## src/rtl/user_wb_arbiter.sv

```systemverilog
// user_wb_arbiter
//   Two-master Wishbone arbiter for the user-project slave bus.
//   m0 = management core, m1 = DMA engine. Round-robin grant, held for a
//   whole cyc. A per-strobe watchdog returns a bus error when a slave never
//   acks, so a hung or unmapped peripheral cannot lock the bus.
// Ports
//   wb_clk_i, wb_rst_i        clock, synchronous active-high reset
//   m0_*/m1_*                 master ports (cyc/stb/we/sel/adr/dat in,
//                             dat/ack/err out)
//   s_*                       shared slave bus
//   grant_o                   one-hot owner, 00 = idle
//   timeout_o                 high in the cycle the watchdog fires
module user_wb_arbiter #(
  parameter int TIMEOUT_CYCLES = 255,
  parameter int TW             = $clog2(TIMEOUT_CYCLES + 1)
) (
  input  logic        wb_clk_i,
  input  logic        wb_rst_i,
  input  logic        m0_cyc_i,
  input  logic        m0_stb_i,
  input  logic        m0_we_i,
  input  logic [3:0]  m0_sel_i,
  input  logic [31:0] m0_adr_i,
  input  logic [31:0] m0_dat_i,
  output logic [31:0] m0_dat_o,
  output logic        m0_ack_o,
  output logic        m0_err_o,
  input  logic        m1_cyc_i,
  input  logic        m1_stb_i,
  input  logic        m1_we_i,
  input  logic [3:0]  m1_sel_i,
  input  logic [31:0] m1_adr_i,
  input  logic [31:0] m1_dat_i,
  output logic [31:0] m1_dat_o,
  output logic        m1_ack_o,
  output logic        m1_err_o,
  output logic        s_cyc_o,
  output logic        s_stb_o,
  output logic        s_we_o,
  output logic [3:0]  s_sel_o,
  output logic [31:0] s_adr_o,
  output logic [31:0] s_dat_o,
  input  logic [31:0] s_dat_i,
  input  logic        s_ack_i,
  output logic [1:0]  grant_o,
  output logic        timeout_o
);

  // TW collapses to 0 when the watchdog is disabled; keep a 1-bit counter
  // so the declarations stay legal, and hold it at zero in that case.
  localparam int CW = (TW < 1) ? 1 : TW;
  localparam bit WD_EN = (TIMEOUT_CYCLES != 0);
  localparam logic [CW-1:0] LIMIT =
    CW'((TIMEOUT_CYCLES > 0) ? TIMEOUT_CYCLES - 1 : 0);

  typedef enum logic [1:0] {IDLE, OWN0, OWN1} state_t;

  state_t        state, state_nxt;
  logic          last_owner, last_nxt;
  logic [CW-1:0] wd_cnt, wd_nxt;

  logic req0, req1;
  logic own0, own1, active;
  logic cyc_n, stb_n, we_n;
  logic [3:0]  sel_n;
  logic [31:0] adr_n, dat_n;
  logic wd_hit;

  assign req0 = m0_cyc_i & m0_stb_i;
  assign req1 = m1_cyc_i & m1_stb_i;

  // Outputs are gated by reset too, so nothing leaks out while the
  // reset cycle is in progress.
  assign own0   = (state == OWN0) & ~wb_rst_i;
  assign own1   = (state == OWN1) & ~wb_rst_i;
  assign active = own0 | own1;

  // Owner's request lines.
  assign cyc_n = own1 ? m1_cyc_i : m0_cyc_i;
  assign stb_n = own1 ? m1_stb_i : m0_stb_i;
  assign we_n  = own1 ? m1_we_i  : m0_we_i;
  assign sel_n = own1 ? m1_sel_i : m0_sel_i;
  assign adr_n = own1 ? m1_adr_i : m0_adr_i;
  assign dat_n = own1 ? m1_dat_i : m0_dat_i;

  // Watchdog fires in the cycle the counter reaches its limit with the
  // strobe still un-acked; an ack in the same cycle takes precedence.
  assign wd_hit = WD_EN & active & stb_n & ~s_ack_i & (wd_cnt == LIMIT);

  // Slave bus
  assign s_cyc_o = active & cyc_n;
  assign s_stb_o = active & stb_n & ~wd_hit;
  assign s_we_o  = active & we_n;
  assign s_sel_o = active ? sel_n : 4'd0;
  assign s_adr_o = active ? adr_n : 32'd0;
  assign s_dat_o = active ? dat_n : 32'd0;

  // Master responses: only the owner sees anything.
  assign m0_ack_o  = own0 & s_ack_i;
  assign m1_ack_o  = own1 & s_ack_i;
  assign m0_err_o  = own0 & wd_hit;
  assign m1_err_o  = own1 & wd_hit;
  assign m0_dat_o  = own0 ? s_dat_i : 32'd0;
  assign m1_dat_o  = own1 ? s_dat_i : 32'd0;
  assign grant_o   = {own1, own0};
  assign timeout_o = wd_hit;

  // Next state. Handover always passes through IDLE, which gives the one
  // idle bus cycle between owners and keeps arbitration in one place.
  always_comb begin
    state_nxt = state;
    last_nxt  = last_owner;
    case (state)
      IDLE: begin
        if (req0 && req1) state_nxt = last_owner ? OWN0 : OWN1;
        else if (req0)    state_nxt = OWN0;
        else if (req1)    state_nxt = OWN1;
        if (state_nxt == OWN0) last_nxt = 1'b0;
        if (state_nxt == OWN1) last_nxt = 1'b1;
      end
      OWN0:    if (!m0_cyc_i) state_nxt = IDLE;
      OWN1:    if (!m1_cyc_i) state_nxt = IDLE;
      default: state_nxt = IDLE;
    endcase
  end

  always_comb begin
    wd_nxt = '0;
    if (WD_EN && active && stb_n && !s_ack_i && !wd_hit)
      wd_nxt = wd_cnt + CW'(1);
  end

  always_ff @(posedge wb_clk_i) begin
    if (wb_rst_i) begin
      state      <= IDLE;
      last_owner <= 1'b1;
      wd_cnt     <= '0;
    end else begin
      state      <= state_nxt;
      last_owner <= last_nxt;
      wd_cnt     <= wd_nxt;
    end
  end

endmodule

```

## config.mk

```make
export PLATFORM = sky130hd
export DESIGN_NAME = user_wb_arbiter
export DESIGN_NICKNAME = d
export VERILOG_FILES = /design/src/rtl/user_wb_arbiter.sv
export SDC_FILE = /design/constraint.sdc
export NUM_CORES = 1
export LEC_CHECK = 0
export CAP_MARGIN = 0
export CORE_AREA = 2 2 123 125
export DETAILED_ROUTE_END_ITERATION = 16
export DIE_AREA = 0 0 125 127
export PLACE_DENSITY = 0.58
export SLEW_MARGIN = 20
export SYNTH_ARGS = -nofsm -noshare
export SYNTH_HDL_FRONTEND = slang
export SYNTH_SLANG_ARGS = --single-unit
```

## constraint.sdc

```tcl
create_clock -name wb_clk_i -period 2 [get_ports wb_clk_i]
set_input_delay 0.3 -clock wb_clk_i [delete_from_list [all_inputs] [get_ports wb_clk_i]]
set_output_delay 0.3 -clock wb_clk_i [all_outputs]
set_load 0.05 [all_outputs]
```

; ---- After elaboration in Yosys (flattened, before gate mapping)
; Cells that the tools add are included.
[totals]
elab_cells = 62
input_bits = 177
output_inout_bits = 142
register_bits = 11
[classes]
bitwise_logic = 19
n_addsub = 1
muxes = 21
n_reduce_logical = 11
eq_ne = 7
[op_table]
columns = cell, count
row1 = 2-to-1 mux 32 bit, 6
row2 = AND 1 bit, 14
row3 = 2-to-1 mux 2 bit, 7
row4 = adder 8 x 1 -> 8 bit (second input constant), 1
row5 = equality test 8 bit (second input constant), 1
row6 = 2-to-1 mux 4 bit, 2
row7 = case mux 2 bit (3 select lines), 1
row8 = 2-to-1 mux 1 bit, 5
row9 = equality test 2 x 1 -> 1 bit (second input constant), 2
row10 = equality test 2 bit (second input constant), 2
row11 = logical AND 1 bit, 4
row12 = inequality test 2 bit (second input constant), 2
row13 = inverter 1 bit, 4
row14 = AND reduction 2 bit, 2
row15 = zero test 1 bit, 2
row16 = zero test 2 bit, 1
row17 = nonzero test 2 bit, 1
row18 = OR reduction 2 bit, 1
row19 = OR 1 bit, 1

; ---- Depth between registers and ports, before layout
; Gate-level depths: netlist of the first run.
[depth]
ltp_word = 10
depth_mapped = 8
mapped_depth_nobuf = 7

; ---- Worst setup path before layout of the first run
; No wires, ideal clock.
[synth_timing]
path_type = register -> output
startpoint = register wd_cnt[0]
endpoint = output port timeout_o
arrival_ps = 1669
required_ps = 1700
path_slack_ps = 31
path_buffers = 0
stages_incl_launch_ff = 6
path_cell_list = dfxtp_1 -> inv_1 -> ha_1 -> nand4_1 -> nand2b_1 -> nor2_1
[synth_between]
elab_chain_len = 2
[synth_rtl]
columns = element, line
row1 = start: declaration, 60  ; logic [CW-1:0] wd_cnt, wd_nxt;
row2 = start signal: assignment, 141  ; wd_cnt <= wd_nxt;
row3 = equality test 8 bit, 88  ; assign wd_hit = WD_EN & active & stb_n & ~s_ack_i & (wd_cnt == LIMIT);
row4 = AND 1 bit, 88
row5 = end: declaration, 46  ; output logic timeout_o
; Every way passes these cells.

; ---- Worst setup path in the final report of the first run
[layout_timing]
startpoint = register state[0]
endpoint = output port s_adr_o[22]
[layout_between]
elab_chain_len = 4
elab_cells_between_ends = 7
cone_classes = 2 x eq/ne / 2 x mux / 3 x bitwise
[layout_rtl]
columns = element, line
row1 = start: declaration, 58  ; state_t state, state_nxt;
row2 = start signal: assignment, 139  ; state <= state_nxt;
row3 = equality test 2 bit / equality test 2 x 1 -> 1 bit (equally long branches), "75, 74"
row4 = "AND 1 bit, on equally long branches", "75, 74"
row5 = 2-to-1 mux 32 bit / OR 1 bit (equally long branches), "83, 76"
row6 = 2-to-1 mux 32 bit *, 95  ; assign s_adr_o = active ? adr_n : 32'd0;
row7 = end: declaration, 41  ; output logic [31:0] s_adr_o,
; Every way passes the cells marked *; elsewhere a longest branch is shown, timed or not.

==> summary.md, run 1 <==
| Metric | Value |
|---|---|
| Total CTS buffers | 3 |
| Die area | 0.0159 sq mm |
| Slowest-stage cell, CP | dfxtp_2 |
| Synth async-reset ratio | 0 |
| CP endpoint kind | output pin |
| Max Clk Rate | 521 MHz |
| Initial core utilization | 0.127 |
| NumNets Final | 740 |
| First-pass GRT wire length | 22400 um |
| Die span in y | 127 um |
| Pre-antenna DRT Iters | 4 |
| RR Endpoint | last_owner |
| Fin. max-slew vios | 0 |
| Worst stage delay on the critical path | 0.39 ns |
| Initial detailed-routing violation count | 203 |
| Clk buf depth | 2 |
| Clock sinks | 11 |
| Worst Path Required | 1.70 ns |
| Syn avg cell area | 7.55 sq um |
| Total negative setup slack | 0 ns |
| Startpoint Class | register |
| FF+latch area | 225 sq um |
| Most used cell, CP | buf_12 |
| Leading cell type in the layout, fill and taps excluded | clkdlybuf4s50_1 |
| Vias in the first global route | 3397 |
| Commonest cells after routing, fill and taps aside | clkdlybuf4s50_1, buf_12, and3_1 |
| Number of antenna diodes | 0 |
| Routability cong. | 0.837 |
| Synth Flop Type | dfxtp_1 |
| HPWL Detailed | 13000 um |
| CTS tree | done |
| CTS root buf | clkbuf_16 |
| Sequential area share after synthesis | 0.120 |
| CTS clk-pin slew, worst paths | 0.04 ns |
| Detailed Route WL | 15700 um |
| Net count after synthesis | 423 |
| Layout cells sized above 1 | 0.345 |
| DRC viols | 0 |
| Status | finished, final reports clean |
| Total chip power | 0.00186 W |
| Total GRT Usage | 0.183 |
| Core area | 0.0144 sq mm |
| Vias per cell | 4.49 |
| XOR/XNOR Fraction of Synth Area | 0.0143 |
| CP arrival | 1.62 ns |
| CP Max Fanout | 24 |
| Hold Crit Class | register to register |
| Tcrit/Tclk final | 0.959 |
| Initial antenna violation count | 0 |
| P per Cell Area | 267 mW/mm^2 |
| Post-synthesis mux area share | 0.00545 |
| Crit path to | s_adr_o[22] |
| Buffers on Ports | 318 |
| Rel. slew slack | 0.719 |
| H-tree levels | 1 |
| Worst-skew pair later-pin latency | 0.24 ns |
| P&R area growth vs syn | 279% |
| Yosys cell types | 33 |
| Grt total ovfl | 0 |
| Post-synth design cell area | 0.00184 sq mm |
| CP Cell Sequence | nor2_2 -> nand2_1 -> inv_4 -> buf_12 -> buf_16 -> a22o_1 -> buf_12 |
| Min cycle time layout | 1.92 ns |
| CP Launch Point | state[0] |
| DR vias | 3338 |
| Peak VDD IR | 0.199 mV |
| Ys Warns | 0 |
| CP Class | register to output pin |
| FF+latch count, synth | 11 |
| Fillers | 1286 |
| Hold buffers post-CTS | 0 |
| Multi-input gate area | 0.00152 sq mm |
| Max-Cap Viols | 0 |
| Worst slew pin tran | 0.422 ns |
| Largest family of logic cells by synthesized area | compound AO/OA/AOI/OAI gates |
| DRT antenna net count | 0 |
| FF-to-FF Start | last_owner |
| Fin. Hold Viols | 0 |
| Rows | 44 |
| Simple-Gate Fraction of Synth Area | 0.351 |
| Die width | 125 um |
| Clock skew | 0.00248 ns |
| Drt wl/cell | 21.1 um |
| P_leak | 2.96 nW |
| Largest net degree at the start of global routing | 49 |
| Final Setup Violations | 0 |
| Reg2Reg Setup Slack | 0.34 ns |
| # IOs | 319 |
| EDFF count, synth | 0 |
| Worst R2R Path Depth | 7 |
| Adder-Cell Fraction of Synth Area | 0.0204 |
| Post-synthesis compound-gate area fraction | 0.397 |
| Synth Instances | 243 |
-- layer usage --
metal	global-route usage	up-vias	wire length [um]
met5	0	-	0
met4	0.0294	0	259
met3	0.0657	15	1380
met2	0.317	169	7810
met1	0.221	1564	6270
li1	-	1590	-
-- synth_stat cells, types with 3 or more instances --
master     n  share of area
a21oi_1    6          0.016
a22o_1    70           0.33
and3_1    68           0.23
buf_2     15          0.041
clkbuf_1  13          0.027
dfxtp_1   11           0.12
ha_1       3          0.020
inv_1      3         0.0061
nand2_1   10          0.020
nand3_1    3         0.0082
nand3b_1   4          0.016
nor2_1     4         0.0082
nor3_2     7          0.038
-- power by group --
group	leakage, nW	switching [W]	total, W	internal, W
Combinational	2.83	0.000560	0.00126	0.000696
Clock	0.0382	0.000103	0.000371	0.000268
Sequential	0.0910	0.00000690	0.000233	0.000226
-- cell type report --
cell class	instances	area share
repair buffers	343	0.703
flip-flops and latches	11	0.0324
inverters	5	0.00306
clock buffers	4	0.0113
multi-input cells	196	0.218
well taps	184	0.0331
-- through the flow --
stage / utilization / instance area (sq um) / setup slack, ns / std cells / hold slack [ns]
floorplan: - / 1840 / 0.0315 / 243 / 0.414
global placement: 0.465 / 6700 / -0.115 / 735 / 0.468
detailed placement: 0.465 / 6700 / -0.164 / 735 / 0.478
CTS: 0.478 / 6890 / 0.00476 / 741 / 0.482
global route: 0.483 / 6960 / -0.00766 / 743 / 0.508
finish: 0.483 / 6960 / 0.0817 / 743 / 0.479
-- cell families (layout without fill, tap and decap cells) --
group,count (synthesis),after routing
xor gates and xnor gates,3,3
buffers and inverters,36,352
adders and majority gates,3,3
muxes,1,1
DFF,11,11
AOI/OAI and AO/OA,85,85
and+or+nand+nor,104,104
-- worst min path at each step --
stage | startpoint | to | slack (ns) | depth (start not counted)
floorplan | m0_cyc_i | state[0] | 0.41 | 2
global placement | wd_cnt[7] | wd_cnt[7] | 0.47 | 1
detailed placement | wd_cnt[7] | wd_cnt[7] | 0.48 | 1
CTS | wd_cnt[0] | wd_cnt[0] | 0.48 | 1
global route | wd_cnt[0] | wd_cnt[0] | 0.51 | 1
finish | wd_cnt[0] | wd_cnt[0] | 0.48 | 1
-- registers in the layout, indices dropped and copies added, names as in the netlist --
register    count
last_owner      1
state           2
wd_cnt          8
-- worst max-delay path, delay by kind of cell, from the launching register on --
kind,cells,cell delay (ns)
DFF,1,0.39
and+or+nand+nor,2,0.19
buffers and inverters,4,0.51
AOI/OAI and AO/OA,1,0.27
-- what timing repair did --
| action | 4_1_cts | 5_1_grt |
|---|---|---|
| gates resized for setup | 17 | 5 |
| setup buffers | 0 | 2 |
| setup endpoints to repair | 70 | 15 |
| pin swaps | 2 | 1 |
| gates cloned | 2 | 0 |
Power figures use the tool's default switching activity.
==> run 2: changes to the inputs <==
- ABC_AREA: not set -> 1
- CORE_AREA: 2 2 123 125 -> 2 2 124 126
- DIE_AREA: 0 0 125 127 -> 0 0 126 128
- PLACE_DENSITY: 0.58 -> 0.59
==> run 2 against run 1 <==
Against the previous run:
- power rose by 57%
- clock power fell by 2%
- utilization fell by 2.2 points
- via count rose by 14%
- largest cell class unchanged
- largest power group unchanged
- sequential share of layout area barely moved
- global-route usage fell by 4.0 points
- combinational power rose by 84%
- wire length fell by 17%
==> summary.md, run 2 <==
| Metric | Value |
|---|---|
| Largest regs | wd_cnt x8, state x2, last_owner x1 (unchanged) |
| Synth async-reset ratio | 0 (unchanged) |
| Min cycle time layout | 1.95 ns (was 1.92 ns) |
| FF+latch area | 223 sq um (was 225 sq um) |
| Synth cell count leaders | nand2_1, nor2_1, a21oi_1, inv_1, buf_2 (was a22o_1, and3_1, buf_2, clkbuf_1, dfxtp_1) |
| Synth Flop Type | dfxtp_1 (unchanged) |
| H-tree levels | 1 (unchanged) |
| Synth area leaders | nand2_1, a21oi_1, nor2_1, dfxtp_1, inv_1 (was a22o_1, and3_1, dfxtp_1, buf_2, nor3_2) |
| Max Clk Rate | 514 MHz (was 521 MHz) |
| CTS clk-pin slew, worst paths | 0.04 ns (about the same) |
| Startpoint Class | input pin (was register) |
| Routability cong. | 0.754 (was 0.837) |
| Worst setup margin | 0.0547 ns (was 0.0817 ns) |
| Area leader, netlist | nand2_1 (was a22o_1) |
| Vias in the first global route | 3388 (was 3397) |
| Largest net degree at the start of global routing | 44 (was 49) |
| Initial antenna violation count | 0 (unchanged) |
| Worst slew pin tran | 0.416 ns (was 0.422 ns) |
| Leading cell type in the layout, fill and taps excluded | clkdlybuf4s50_1 (unchanged) |
| Number of antenna diodes | 0 (unchanged) |
| First-pass GRT wire length | 18500 um (was 22400 um) |
| Status | finished, final reports clean (unchanged) |
| Vias per cell | 4.03 (was 4.49) |
| Total CTS buffers | 3 (unchanged) |
| Final Hold Slack | 0.462 ns (was 0.479 ns) |
| Part of the power in registers | 0.084 (was 0.125) |
| Detailed Route WL | 13100 um (was 15700 um) |
| P_leak | 3.04 nW (was 2.96 nW) |
| Fin. max-slew vios | 0 (unchanged) |
| Synth Instances | 429 (was 243) |
| Max-Cap Viols | 0 (unchanged) |
| Net count after synthesis | 609 (was 423) |
| Syn avg cell area | 4.81 sq um (was 7.55 sq um) |
| Comb pwr share | 0.792 (was 0.675) |
| Clock sinks | 11 (unchanged) |
| Tcrit/Tclk final | 0.973 (was 0.959) |
| DRT antenna net count | 0 (unchanged) |
| Rel. slew slack | 0.723 (was 0.719) |
| Post-synth design cell area | 0.00206 sq mm (was 0.00184 sq mm) |
| RSZ-0062 raised after global routing | true |
| Most used cell, CP | buf_4 (was buf_12) |
| Internal | 0.00156 W (was 0.00119 W) |
| Total negative setup slack | 0 ns (unchanged) |
| EDFF count, synth | 0 (unchanged) |
| Fin. Hold Viols | 0 (unchanged) |
| Fillers | 1458 (was 1286) |
| Worst Path Required | 1.70 ns (about the same) |
| Sequential area share after synthesis | 0.107 (was 0.120) |
| Dpl ws | -0.247 ns (was -0.164 ns) |
| NumNets Final | 939 (was 740) |
| Initial detailed-routing violation count | 130 (was 203) |
| Clk buf depth | 2 (unchanged) |
| Drt wl/cell | 13.9 um (was 21.1 um) |
| Worst stage delay on the critical path | 0.26 ns (was 0.39 ns) |
| CTS root buf | clkbuf_16 (unchanged) |
| Worst-skew pair later-pin latency | 0.24 ns (about the same) |
| DRC viols | 0 (unchanged) |
| Ys Warns | 0 (unchanged) |
| Crit path max-delay family | buffers and inverters (unchanged) |
| P per Cell Area | 427 mW/mm^2 (was 267 mW/mm^2) |
| P&R area growth vs syn | 232% (was 279%) |
| Max reg flops | 8 (unchanged) |
| Total GRT Usage | 0.142 (was 0.183) |
| CP arrival | 1.65 ns (was 1.62 ns) |
| Multi-input gate area | 0.00163 sq mm (was 0.00152 sq mm) |
| Yosys cell types | 21 (was 33) |
| # IOs | 319 (unchanged) |
| Pre-antenna DRT Iters | 4 (unchanged) |
| Initial core utilization | 0.139 (was 0.127) |
| FF+latch count, synth | 11 (unchanged) |
| Core area | 0.0149 sq mm (was 0.0144 sq mm) |
| CP Class | input pin to output pin (was register to output pin) |
| Buf/Inv on CP | 6 (was 4) |
| Fin area | 0.00684 sq mm (was 0.00696 sq mm) |
| Sw power | 0.00137 W (was 0.000670 W) |
| CP endpoint kind | output pin (unchanged) |
| Buffers on Ports | 318 (unchanged) |
| Final Setup Violations | 0 (unchanged) |
| Die width | 126 um (was 125 um) |
| Grt total ovfl | 0 (unchanged) |
| Post-Place Cell Area | 0.00647 sq mm (was 0.00670 sq mm) |
| CTS tree | done (unchanged) |
| Peak VDD IR | 0.267 mV (was 0.199 mV) |
| Fraction of power consumed by the clock network | 0.124 (was 0.199) |
| Clock skew | 0.00132 ns (was 0.00248 ns) |
| Die area | 0.0161 sq mm (was 0.0159 sq mm) |
| Rows | 45 (was 44) |
| Die span in y | 128 um (was 127 um) |
| CP Max Fanout | 8 (was 24) |
| Slowest-stage cell, CP | dlygate4sd2_1 (was dfxtp_2) |
| CP Cell Sequence | dlygate4sd2_1 -> inv_2 -> nand3_4 -> inv_8 -> buf_12 -> buf_4 -> nand2_1 -> a21oi_2 -> buf_4 (was nor2_2 -> nand2_1 -> inv_4 -> buf_12 -> buf_16 -> a22o_1 -> buf_12) |
| Hold buffers post-CTS | 0 (unchanged) |
| Layout cells sized above 1 | 0.310 (was 0.345) |
| Hold Crit Class | register to register (unchanged) |
| DR vias | 3811 (was 3338) |
| Yosys top cell area share | 0.295 (was 0.334) |
| HPWL Detailed | 10700 um (was 13000 um) |
| Count leader, synth | nand2_1 (was a22o_1) |
| Register name with the most flops | wd_cnt (unchanged) |
| Finished Core Util | 0.460 (was 0.483) |
| Sw frac | 0.468 (was 0.360) |
| Commonest cells after routing, fill and taps aside | clkdlybuf4s50_1, nand2_1, buf_12 (was clkdlybuf4s50_1, buf_12, and3_1) |
-- run 2: changes by cell type after synthesis, moves of 45 or more --
| cell | change |
|---|---|
| a22o_1 | -70 |
| and3_1 | -68 |
| inv_1 | +45 |
| a21oi_1 | +54 |
| nor2_1 | +76 |
| nand2_1 | +152 |
-- run 2: layer usage --
layer,global-route usage,up-vias,wire (um)
met5,0,-,0
met4,0.0284,0,164
met1,0.184,1663,5440
li1,-,1963,-
met3,0.0267,14,853
met2,0.249,171,6660
-- run 2: timing repair --
action / CTS / global route
endpoints found under the setup margin: 118 / 72
gates cloned: 1 / 2
resized for setup: 9 / 44
setup buffers: 3 / 1
pin swaps: 2 / 5
-- run 2: path summary, 6_finish.rpt --
kind | cells past startpoint | slack, ns | end | startpoint
worst max-delay path | 9 | 0.05 | s_adr_o[1] | wb_rst_i
worst max register to register | 8 | 0.62 | last_owner | last_owner
worst min register to register | 1 | 0.46 | wd_cnt[0] | wd_cnt[0]
worst min-delay path | 1 | 0.46 | wd_cnt[0] | wd_cnt[0]
-- run 2: power by group through the flow --
| stage | Sequential (W) | Combinational, W | Clock (W) |
|---|---|---|---|
| floorplan | 0.000244 | 0.00107 | 0 |
| global placement | 0.000247 | 0.00221 | 0 |
| detailed placement | 0.000247 | 0.00222 | 0 |
| CTS | 0.000243 | 0.00225 | 0.000375 |
| global route | 0.000246 | 0.00244 | 0.000388 |
| finish | 0.000246 | 0.00232 | 0.000363 |
-- run 2: final cells by class --
type | count | share of cell area
repair buffers | 356 | 0.654
inverters | 51 | 0.0291
clock buffers | 3 | 0.0110
flip-flops and latches | 11 | 0.0325
clock inverters | 1 | 0.000731
multi-input cells | 336 | 0.239
well taps | 188 | 0.0344
-- run 2: worst register-to-register path, delay by kind of cell (launching register included) --
kind / cells / cell delay [ns]
adders and majority gates: 1 / 0.21
DFF: 1 / 0.30
buffers and inverters: 2 / 0.12
and+or+nand+nor: 5 / 0.63
-- run 2: kinds of logic (layout without fill, tap and decap cells) --
logic type,Yosys count,in the layout,synth area share
AO/OA/AOI/OAI,73,73,0.197
XOR/XNOR,5,5,0.0212
adder cells (fa/ha/maj),3,3,0.0182
buffers and inverters,82,411,0.179
flip-flops,11,11,0.107
AND/OR/NAND/NOR,255,255,0.478
-- run 2: through the flow --
stage / cells / total power [W]
CTS: 944 / 0.00287
global route: 946 / 0.00308
finish: 946 / 0.00293
floorplan: 429 / 0.00131
detailed placement: 936 / 0.00246
global placement: 936 / 0.00246
==> run 3: changes to the inputs <==
- ABC_AREA: 1 -> not set
- clock period: 2 -> 1.65 ns (I/O delays scaled with it)
==> run 3 against run 2 <==
Against the previous run:
- the run now ends with setup timing left
- global-route usage rose by 3.4 points
- wire length up 28%
- worst hold slack better by 0.0044 ns
- critical path depth shrank 2
- clock-buffer cell count up 1
- non-clock buffer count is 10 higher
- flip-flop and latch count unchanged
- cell count decreased by 18%
- utilization increased by 7.1 points
- sequential share of layout area down 0.27 points
- first-iteration DRC count rose by 58%
- power fell by 17%
- critical path type is now register to output pin
- critical endpoint is now s_dat_o[4]
- largest cell class unchanged
- highest routed layer unchanged
==> summary.md, run 3 (same netlist as run 1, synthesis figures left out) <==
| Metric | Value |
|---|---|
| Die span in y | 128 um (unchanged) |
| Vias in the first global route | 3527 (was 3388) |
| Largest net degree at the start of global routing | 36 (was 44) |
| Min cycle time layout | 1.79 ns |
| Buffers on Ports | 318 (unchanged) |
| P_leak | 3.47 nW (was 3.04 nW) |
| Finished Core Util | 0.531 (was 0.460) |
| Max reg flops | 8 (unchanged) |
| CTS root buf | clkbuf_16 (unchanged) |
| Grt total ovfl | 0 (unchanged) |
| Worst slew pin tran | 0.399 ns (was 0.416 ns) |
| Max-Cap Viols | 0 (unchanged) |
| Final Hold Slack | 0.466 ns (was 0.462 ns) |
| CP Launch Point | state[0] (was wb_rst_i) |
| DR vias | 3550 (was 3811) |
| Rows | 45 (unchanged) |
| Core area | 0.0149 sq mm (unchanged) |
| Crit path to | s_dat_o[4] (was s_adr_o[1]) |
| Hold Crit Class | input pin to register (was register to register) |
| CP Class | register to output pin (was input pin to output pin) |
| Fillers | 1241 (was 1458) |
| Failing checks | setup timing |
| Detailed Route WL | 16700 um (was 13100 um) |
| Initial detailed-routing violation count | 205 (was 130) |
| CP Cell Sequence | buf_6 -> nand2_4 -> inv_6 -> clkbuf_16 -> clkbuf_16 -> a22o_4 -> buf_12 (was dlygate4sd2_1 -> inv_2 -> nand3_4 -> inv_8 -> buf_12 -> buf_4 -> nand2_1 -> a21oi_2 -> buf_4) |
| Startpoint Class | register (was input pin) |
| Post-Place Cell Area | 0.00684 sq mm (was 0.00647 sq mm) |
| Final Setup Violations | 141 (was 0) |
| Hold buffers post-CTS | 0 (unchanged) |
| P per Cell Area | 308 mW/mm^2 (was 427 mW/mm^2) |
| RSZ-0062 raised after global routing | true (unchanged) |
| Register name with the most flops | wd_cnt (unchanged) |
| Rel. slew slack | 0.734 (was 0.723) |
| Pre-antenna DRT Iters | 4 (unchanged) |
| Status | complete, but fails checks (was finished, final reports clean) |
| Fin. Hold Viols | 0 (unchanged) |
| Total GRT Usage | 0.176 (was 0.142) |
| First-pass GRT wire length | 22300 um (was 18500 um) |
| Tcrit/Tclk final | 1.09 |
| H-tree levels | 1 (unchanged) |
| CTS clk-pin slew, worst paths | 0.04 ns (about the same) |
| CP Max Fanout | 7 (was 8) |
| Worst-skew pair later-pin latency | 0.24 ns (about the same) |
| CP endpoint kind | output pin (unchanged) |
| Die area | 0.0161 sq mm (unchanged) |
| Initial antenna violation count | 1 (was 0) |
| Most used cell, CP | clkbuf_16 (was buf_4) |
| Max Clk Rate | 557 MHz |
| Worst R2R Path Depth | 6 (was 8) |
| Clock sinks | 11 (unchanged) |
| Fin area | 0.00789 sq mm (was 0.00684 sq mm) |
| Routability cong. | 0.868 (was 0.754) |
| NumNets Final | 763 (was 939) |
| Clock skew | 0.00522 ns (was 0.00132 ns) |
| Reg2Reg Setup Slack | 0 ns (was 0.62 ns) |
| Total CTS buffers | 3 (unchanged) |
| Fin. max-slew vios | 0 (unchanged) |
| DRT antenna net count | 0 (unchanged) |
| Worst setup margin | -0.144 ns (was 0.0547 ns) |
| Largest regs | wd_cnt x8, state x2, last_owner x1 (unchanged) |
| Initial core utilization | 0.123 (was 0.139) |
| Leading cell type in the layout, fill and taps excluded | clkdlybuf4s50_1 (unchanged) |
| Total chip power | 0.00243 W (was 0.00293 W) |
| Drt wl/cell | 21.7 um (was 13.9 um) |
| RR Endpoint | last_owner (unchanged) |
| DRC viols | 0 (unchanged) |
| # IOs | 319 (unchanged) |
| Die width | 126 um (unchanged) |
| Layout cells sized above 1 | 0.474 (was 0.310) |
| CTS tree | done (unchanged) |
| Worst stage delay on the critical path | 0.36 ns (was 0.26 ns) |
| HPWL Detailed | 12500 um (was 10700 um) |
| CP arrival | 1.55 ns (was 1.65 ns) |
| Clk buf depth | 2 (unchanged) |
| Vias per cell | 4.60 (was 4.03) |
| Peak VDD IR | 0.368 mV (was 0.267 mV) |
| FF-to-FF Start | state[0] (was last_owner) |
| Worst Path Required | 1.40 ns (was 1.70 ns) |
| P&R area growth vs syn | 330% (was 232%) |
| Slowest-stage cell, CP | dfxtp_4 (was dlygate4sd2_1) |
| Commonest cells after routing, fill and taps aside | clkdlybuf4s50_1, buf_12, and3_1 (was clkdlybuf4s50_1, nand2_1, buf_12) |
-- run 3: cell count changes in the layout (fill, tap and decap cells not counted), moves of 6 or more --
cell | previous run | this run
a22o_4 | 0 | 54
nor3_2 | 0 | 6
a21oi_1 | 30 | 6
buf_4 | 67 | 23
a21oi_2 | 36 | 0
nand2_1 | 160 | 8
buf_12 | 102 | 150
and3_1 | 0 | 67
a22o_1 | 0 | 14
clkbuf_16 | 5 | 11
nor2_1 | 80 | 3
inv_1 | 47 | 2
-- run 3: what timing repair did --
action                                  CTS  global route
gates cloned                              2            10
gates resized for setup                  63            35
pin swaps                                24            13
endpoints found under the setup margin  144           142
buffers inserted                          7             3
endpoints found under the hold margin     0             0
-- run 3: power breakdown --
group | leakage, nW | internal [W] | total (W) | switching, W
Combinational | 3.34 | 0.000955 | 0.00171 | 0.000756
Clock | 0.0382 | 0.000325 | 0.000446 | 0.000122
Sequential | 0.0922 | 0.000269 | 0.000277 | 0.00000752
Total | 3.47 | 0.00155 | 0.00243 | 0.000885
-- run 3: metrics by stage --
step                std cells  TNS, ns  setup slack (ns)
global placement          744   -37.11            -0.414
detailed placement        744   -44.29            -0.498
floorplan                 243        0           0.00162
finish                    771   -11.84            -0.144
CTS                       757   -11.63            -0.135
global route              771   -18.37            -0.198
-- run 3: routing by layer --
metal  track usage  wire, um
met5             0         0
met2         0.317      8800
met3        0.0555      1320
met1         0.215      6490
met4        0.0110       108
-- run 3: cell type report --
class                           instances  area [sq um]  area share
Multi-Input combinational cell        196          2010       0.254
Sequential cell                        11           235      0.0298
Clock buffer                            4          78.8     0.00999
Antenna cell                            1          2.50    0.000317
Timing Repair Buffer                  366          5300       0.672
Inverter                                5          28.8     0.00365
Tap cell                              188           235      0.0298
-- run 3: worst min path at each step --
stage / slack, ns / start / depth (start not counted) / endpoint
final: 0.47 / m1_cyc_i / 3 / state[1]
after CTS: 0.47 / m1_cyc_i / 3 / state[1]
after detailed placement: 0.46 / wd_cnt[0] / 1 / wd_cnt[0]
after global routing: 0.51 / m1_cyc_i / 3 / state[1]
after global placement: 0.45 / wd_cnt[0] / 1 / wd_cnt[0]
after floorplan: 0.36 / m0_cyc_i / 2 / state[0]
-- run 3: worst max-delay path, delay by kind of cell (launching register included) --
| family | cells | cell delay, ns |
|---|---|---|
| buf+inv | 5 | 0.63 |
| compound gates | 1 | 0.23 |
| simple gates | 1 | 0.07 |
| flops | 1 | 0.36 |
==> RTL change 1, RTL diff (settings of run 1) <==
The parameter `TIMEOUT_CYCLES` goes from 255 to 510.
--- a/src/rtl/user_wb_arbiter.sv
+++ b/src/rtl/user_wb_arbiter.sv
@@ -12,5 +12,5 @@
 //   timeout_o                 high in the cycle the watchdog fires
 module user_wb_arbiter #(
-  parameter int TIMEOUT_CYCLES = 255,
+  parameter int TIMEOUT_CYCLES = 510,
   parameter int TW             = $clog2(TIMEOUT_CYCLES + 1)
 ) (
Behaviour: no difference found for any inputs over 10 cycles, from zero or initial values and one cycle with wb_rst_i high; that may be too few to reach the edited logic, so the function may still have changed.
==> RTL change 1 against run 1 <==
Clock skew shrank 0.0017 ns. Critical endpoint is now m1_err_o. Critical path depth down 2. Total power increased by 3.6%. Count of clock-buffer cells in the layout is the same. Area after synthesis shrank 0.61%. Setup slack lost 0.051 ns. Final cell count up 0.27%. Largest cell class unchanged. Routed wire length decreased by 3.7%. Final area up 0.16%. Synthesized cell count unchanged. Sequential cell count grew 1. Hold slack got worse by 0.015 ns.
==> RTL change 1: results (changes against run 1) <==
[outcome]
status = finished, final reports clean  ; unchanged

[global_route]
antenna_found_initial = 0  ; unchanged
globalRouteTotalUtil_pct = 17.7  ; was 18.3%
grt_max_degree = 41  ; was 49
grt_pass1_wl_um = 22300  ; was 22,400 um
grt_pass1_vias = 3650  ; was 3,397

[detailed_routing]
drt_wl_total_um = 15100  ; was 15,700 um
vias_per_cell = 4.59  ; was 4.49
dr.pass1.iters = 4  ; unchanged
vias = 3419  ; was 3,338
drt_iter0_drc = 125  ; was 203

[synth]
synthArstFlopShare_pct = 0  ; unchanged
yosysSeqAreaShare_pct = 13.2  ; was 12.0%
syn_avg_cell_area_um2 = 7.51  ; was 7.55 um2
synthTopCellsByArea = a22o_1, and3_1, dfxtp_1  ; unchanged
dominantRegCellSynth = dfxtp_1  ; unchanged
synthesis.nets = 423  ; unchanged
yosysWarningCount = 0  ; unchanged
synth_common_cells = a22o_1, and3_1, clkbuf_1, dfxtp_1, buf_4  ; was a22o_1, and3_1, buf_2, clkbuf_1, dfxtp_1
yosysUniqueCellTypes = 33  ; unchanged

[timing]
worstMarginPinSlew_ns = 0.312  ; was 0.422 ns
post-route-period-util_pct = 98.5  ; was 95.9%
finClkSkew_ns = 0.000784  ; was 0.00248 ns
hold_ws_ns = 0.464  ; was 0.479 ns

[clock_tree]
cts_resized = 13  ; was 17
clk_latency_ns = 0.25
cts_root_buf = clkbuf_16  ; unchanged
cts_buffers = 3  ; unchanged
cts_setup_buffers = 0  ; unchanged
clockBufferDepth = 2  ; unchanged
htree_num_levels = 1  ; unchanged
clk_pin_slew_worst_paths_ns = 0.04  ; about the same

[placement]
placed_cell_area_um2 = 6720  ; was 6700 um2
hpwlAfterDp_um = 12100  ; was 13,000 um
dp.cells = 737  ; was 735
pre_cts_slack_ns = -0.0951  ; was -0.164 ns
portBuffers = 318  ; unchanged
gp_congestion = 0.875  ; was 0.837

[min_path]
min_from = wd_cnt[0]  ; unchanged
hp-class = flip-flop to flip-flop  ; unchanged

[cells_and_area]
final_layout_size_suffix_gt1_share_pct = 35.5  ; was 34.5%
antenna_cells = 0  ; unchanged
top_regs = wd_cnt (9), state (2), last_owner (1)  ; was wd_cnt (8), state (2), last_owner (1)
fillCellCount = 1268  ; was 1,286

[pwr]
leakage_nw = 2.93  ; was 2.96 nW
peakVddDrop_v = 0.000218  ; was 0.000199 V

[critical_path]
r2r_slack_ns = 0.26  ; was 0.34 ns
cp_max_fo = 5  ; was 24
arrival_ns = 1.67  ; was 1.62 ns
startpoint = state[1]  ; was state[0]

## RTL change 1: cell count changes after synthesis, moves of 4 or more
cell	run 1	this run
buf_2	15	7
buf_4	2	10
nand2_1	10	6
nor2_1	4	8
nor3_1	1	8
nor3_2	7	1
## RTL change 1: power by group
part	switching, mW	total, mW	internal [mW]
Clock	0.119	0.422	0.303
Sequential	0.00650	0.251	0.245
Combinational	0.563	1.25	0.691
## RTL change 1: worst max-delay path, stage by stage (launching register included)
cell and delay (ns):
dfxtp_1 0.34, nand3b_2 0.24, a211o_4 0.38, nor3_2 0.19
buf_4 0.14, buf_12 0.12
## RTL change 1: per-layer routing
metal	GRT usage, %	up-vias	part of all wire, %
met5	0	-	0
met4	2.61	0	1.2
met3	4.10	9	7.3
met2	33.2	188	53
met1	21.1	1634	38
li1	-	1588	-
## RTL change 1: final cells by class
| type | count | area [um2] | area share, % |
|---|---|---|---|
| sequential | 12 | 246 | 3.53 |
| timing repair buffer | 345 | 4870 | 69.9 |
| inverter | 5 | 21.3 | 0.305 |
| clock buffer | 4 | 88.8 | 1.27 |
| multi-input combinational | 195 | 1510 | 21.7 |
| tap | 184 | 230 | 3.30 |
## RTL change 1: cell families (layout without fill, tap and decap cells)
family	after synthesis	after routing	share of synthesized area (%)
buf+inv	36	354	10.4
simple gates	102	102	32.9
flops	12	12	13.2
xor+xnor	3	3	1.44
mux	1	1	0.549
compound gates	86	86	39.5
fa+ha+maj	3	3	2.06
## RTL change 1: worst paths after layout
path | endpoint | cells after the start
setup / recovery | m1_err_o | 5
hold / removal | wd_cnt[0] | 1
setup reg to reg | last_owner | 7
hold reg to reg | wd_cnt[0] | 1
==> RTL change 2, RTL diff (settings of run 1) <==
Without the edit above. Register the outputs `m0_err_o`, `m1_err_o` and `timeout_o`, with the module's reset; this adds one clock of latency there. The other outputs are not delayed to match. Comments in the files are not updated.
--- a/src/rtl/user_wb_arbiter.sv
+++ b/src/rtl/user_wb_arbiter.sv
@@ -99,10 +99,18 @@
   assign m0_ack_o  = own0 & s_ack_i;
   assign m1_ack_o  = own1 & s_ack_i;
-  assign m0_err_o  = own0 & wd_hit;
-  assign m1_err_o  = own1 & wd_hit;
   assign m0_dat_o  = own0 ? s_dat_i : 32'd0;
   assign m1_dat_o  = own1 ? s_dat_i : 32'd0;
   assign grant_o   = {own1, own0};
-  assign timeout_o = wd_hit;
+  always_ff @(posedge wb_clk_i) begin
+    if (wb_rst_i) begin
+      m0_err_o  <= '0;
+      m1_err_o  <= '0;
+      timeout_o <= '0;
+    end else begin
+      m0_err_o  <= own0 & wd_hit;
+      m1_err_o  <= own1 & wd_hit;
+      timeout_o <= wd_hit;
+    end
+  end
 
   // Next state. Handover always passes through IDLE, which gives the one
Function: no difference found for any inputs over 10 cycles, from zero or initial values and one cycle with wb_rst_i high; that may be too few to reach the edited logic, so the function may still have changed.
==> RTL change 2 against run 1 <==
Area after synthesis rose by 3.1%. Final area fell by 0.83%. Setup slack got worse by 0.018 ns. Sequential cell count rose by 3. Routed wire length fell by 0.56%. Total power rose by 5.4%. First-iteration DRC count fell by 12%. Largest cell class unchanged.
==> RTL change 2: results (changes against run 1) <==
[pwr]
leakage_nw = 2.92  ; was 2.96 nW
peakVddDrop_v = 0.000210  ; was 0.000199 V

[placement]
dp.cells = 737  ; was 735
portBuffers = 318  ; unchanged
pre_cts_slack_ns = -0.0903  ; was -0.164 ns
gp_congestion = 0.931  ; was 0.837
placed_cell_area_um2 = 6730  ; was 6700 um2
hpwlAfterDp_um = 13000  ; about the same

[detailed_routing]
wl_per_cell_um = 21.0  ; was 21.1 um
vias = 3428  ; was 3,338
dr.pass1.iters = 4  ; unchanged
vias_per_cell = 4.61  ; was 4.49
drt_iter0_drc = 179  ; was 203

[global_route]
antenna_found_initial = 0  ; unchanged
globalRouteTotalUtil_pct = 18.3  ; about the same
grt_pass1_vias = 3635  ; was 3,397
grt_max_degree = 39  ; was 49
grt_pass1_wl_um = 22700  ; was 22,400 um

[synth]
yosysUniqueCellTypes = 35  ; was 33
yosysWarningCount = 0  ; unchanged
synthesis.nets = 424  ; was 423
dominantRegCellSynth = dfxtp_1  ; unchanged
synthTopCellsByArea = a22o_1, and3_1, dfxtp_1  ; unchanged
synth_common_cells = a22o_1, and3_1, buf_2, dfxtp_1, clkbuf_1  ; was a22o_1, and3_1, buf_2, clkbuf_1, dfxtp_1
yosysSeqAreaShare_pct = 14.8  ; was 12.0%
synthArstFlopShare_pct = 0  ; unchanged
syn_inst = 244  ; was 243

[clock_tree]
clockBufferDepth = 2  ; unchanged
clk_latency_ns = 0.24  ; about the same
htree_num_levels = 1  ; unchanged
clk_pin_slew_worst_paths_ns = 0.05
cts_buffers = 3  ; unchanged

[outcome]
status = finished, final reports clean  ; unchanged

[cells_and_area]
top_regs = wd_cnt (8), state (2)  ; was wd_cnt (8), state (2), last_owner (1)
antenna_cells = 0  ; unchanged
fillCellCount = 1302  ; was 1,286
final_layout_size_suffix_gt1_share_pct = 33.3  ; was 34.5%

[floorplanning]
coreArea_um2 = 14400  ; unchanged

[timing]
finClkSkew_ns = 0.000598  ; was 0.00248 ns
slew_headroom_pct = 62.9  ; was 71.9%

[critical_path]
arrival_ns = 1.64  ; was 1.62 ns
cp_max_fo = 3  ; was 24

[min_path]
hp-class = flip-flop to flip-flop  ; unchanged

[RTL change 2: worst paths after layout]
path                            startpoint          to  slack, ns  cells past startpoint
worst max-delay path              m1_stb_i     s_stb_o       0.06                      5
worst min-delay path             wd_cnt[7]   wd_cnt[7]       0.48                      2
worst min register to register   wd_cnt[7]   wd_cnt[7]       0.48                      2
worst max register to register    state[1]  last_owner       0.30                      7
[RTL change 2: layout make-up]
| class | count | area [um2] | area share (%) |
|---|---|---|---|
| multi-input combinational | 194 | 1470 | 21.3 |
| sequential | 14 | 282 | 4.08 |
| clock buffer | 4 | 88.8 | 1.29 |
| tap | 184 | 230 | 3.33 |
| timing repair buffer | 342 | 4810 | 69.7 |
| inverter | 5 | 18.8 | 0.272 |
[RTL change 2: cell families after synthesis]
logic type,share of synthesized area (%)
simple gates,34.5
compound gates,37.4
buf+inv,9.46
flops,14.8
xor+xnor,1.39
fa+ha+maj,1.98
mux,0.529
[RTL change 2: power breakdown]
part / switching, mW / internal [mW] / total, mW
registers: 0.00734 / 0.286 / 0.293
logic: 0.558 / 0.690 / 1.25
clock network: 0.115 / 0.303 / 0.418
[RTL change 2: timing repair]
action | CTS | global route
cloned | 1 | 0
gates resized for setup | 7 | 1
hold buffers | 0 | 0
buffers inserted | 0 | 1
endpoints found under the setup margin | 70 | 70
[RTL change 2: metal layers]
layer	global-route usage (%)	up-vias	part of all wire, %
li1	-	1587	-
met1	21.7	1629	39
met2	33.6	200	51
met3	4.56	12	7.8
met4	3.66	0	1.6
met5	0	-	0
[RTL change 2: worst max-delay path, cell delays in order]
cell and delay, ns:
clkdlybuf4s50_1 0.47, buf_4 0.12, nand3b_1 0.13, a221oi_2 0.43
buf_12 0.19
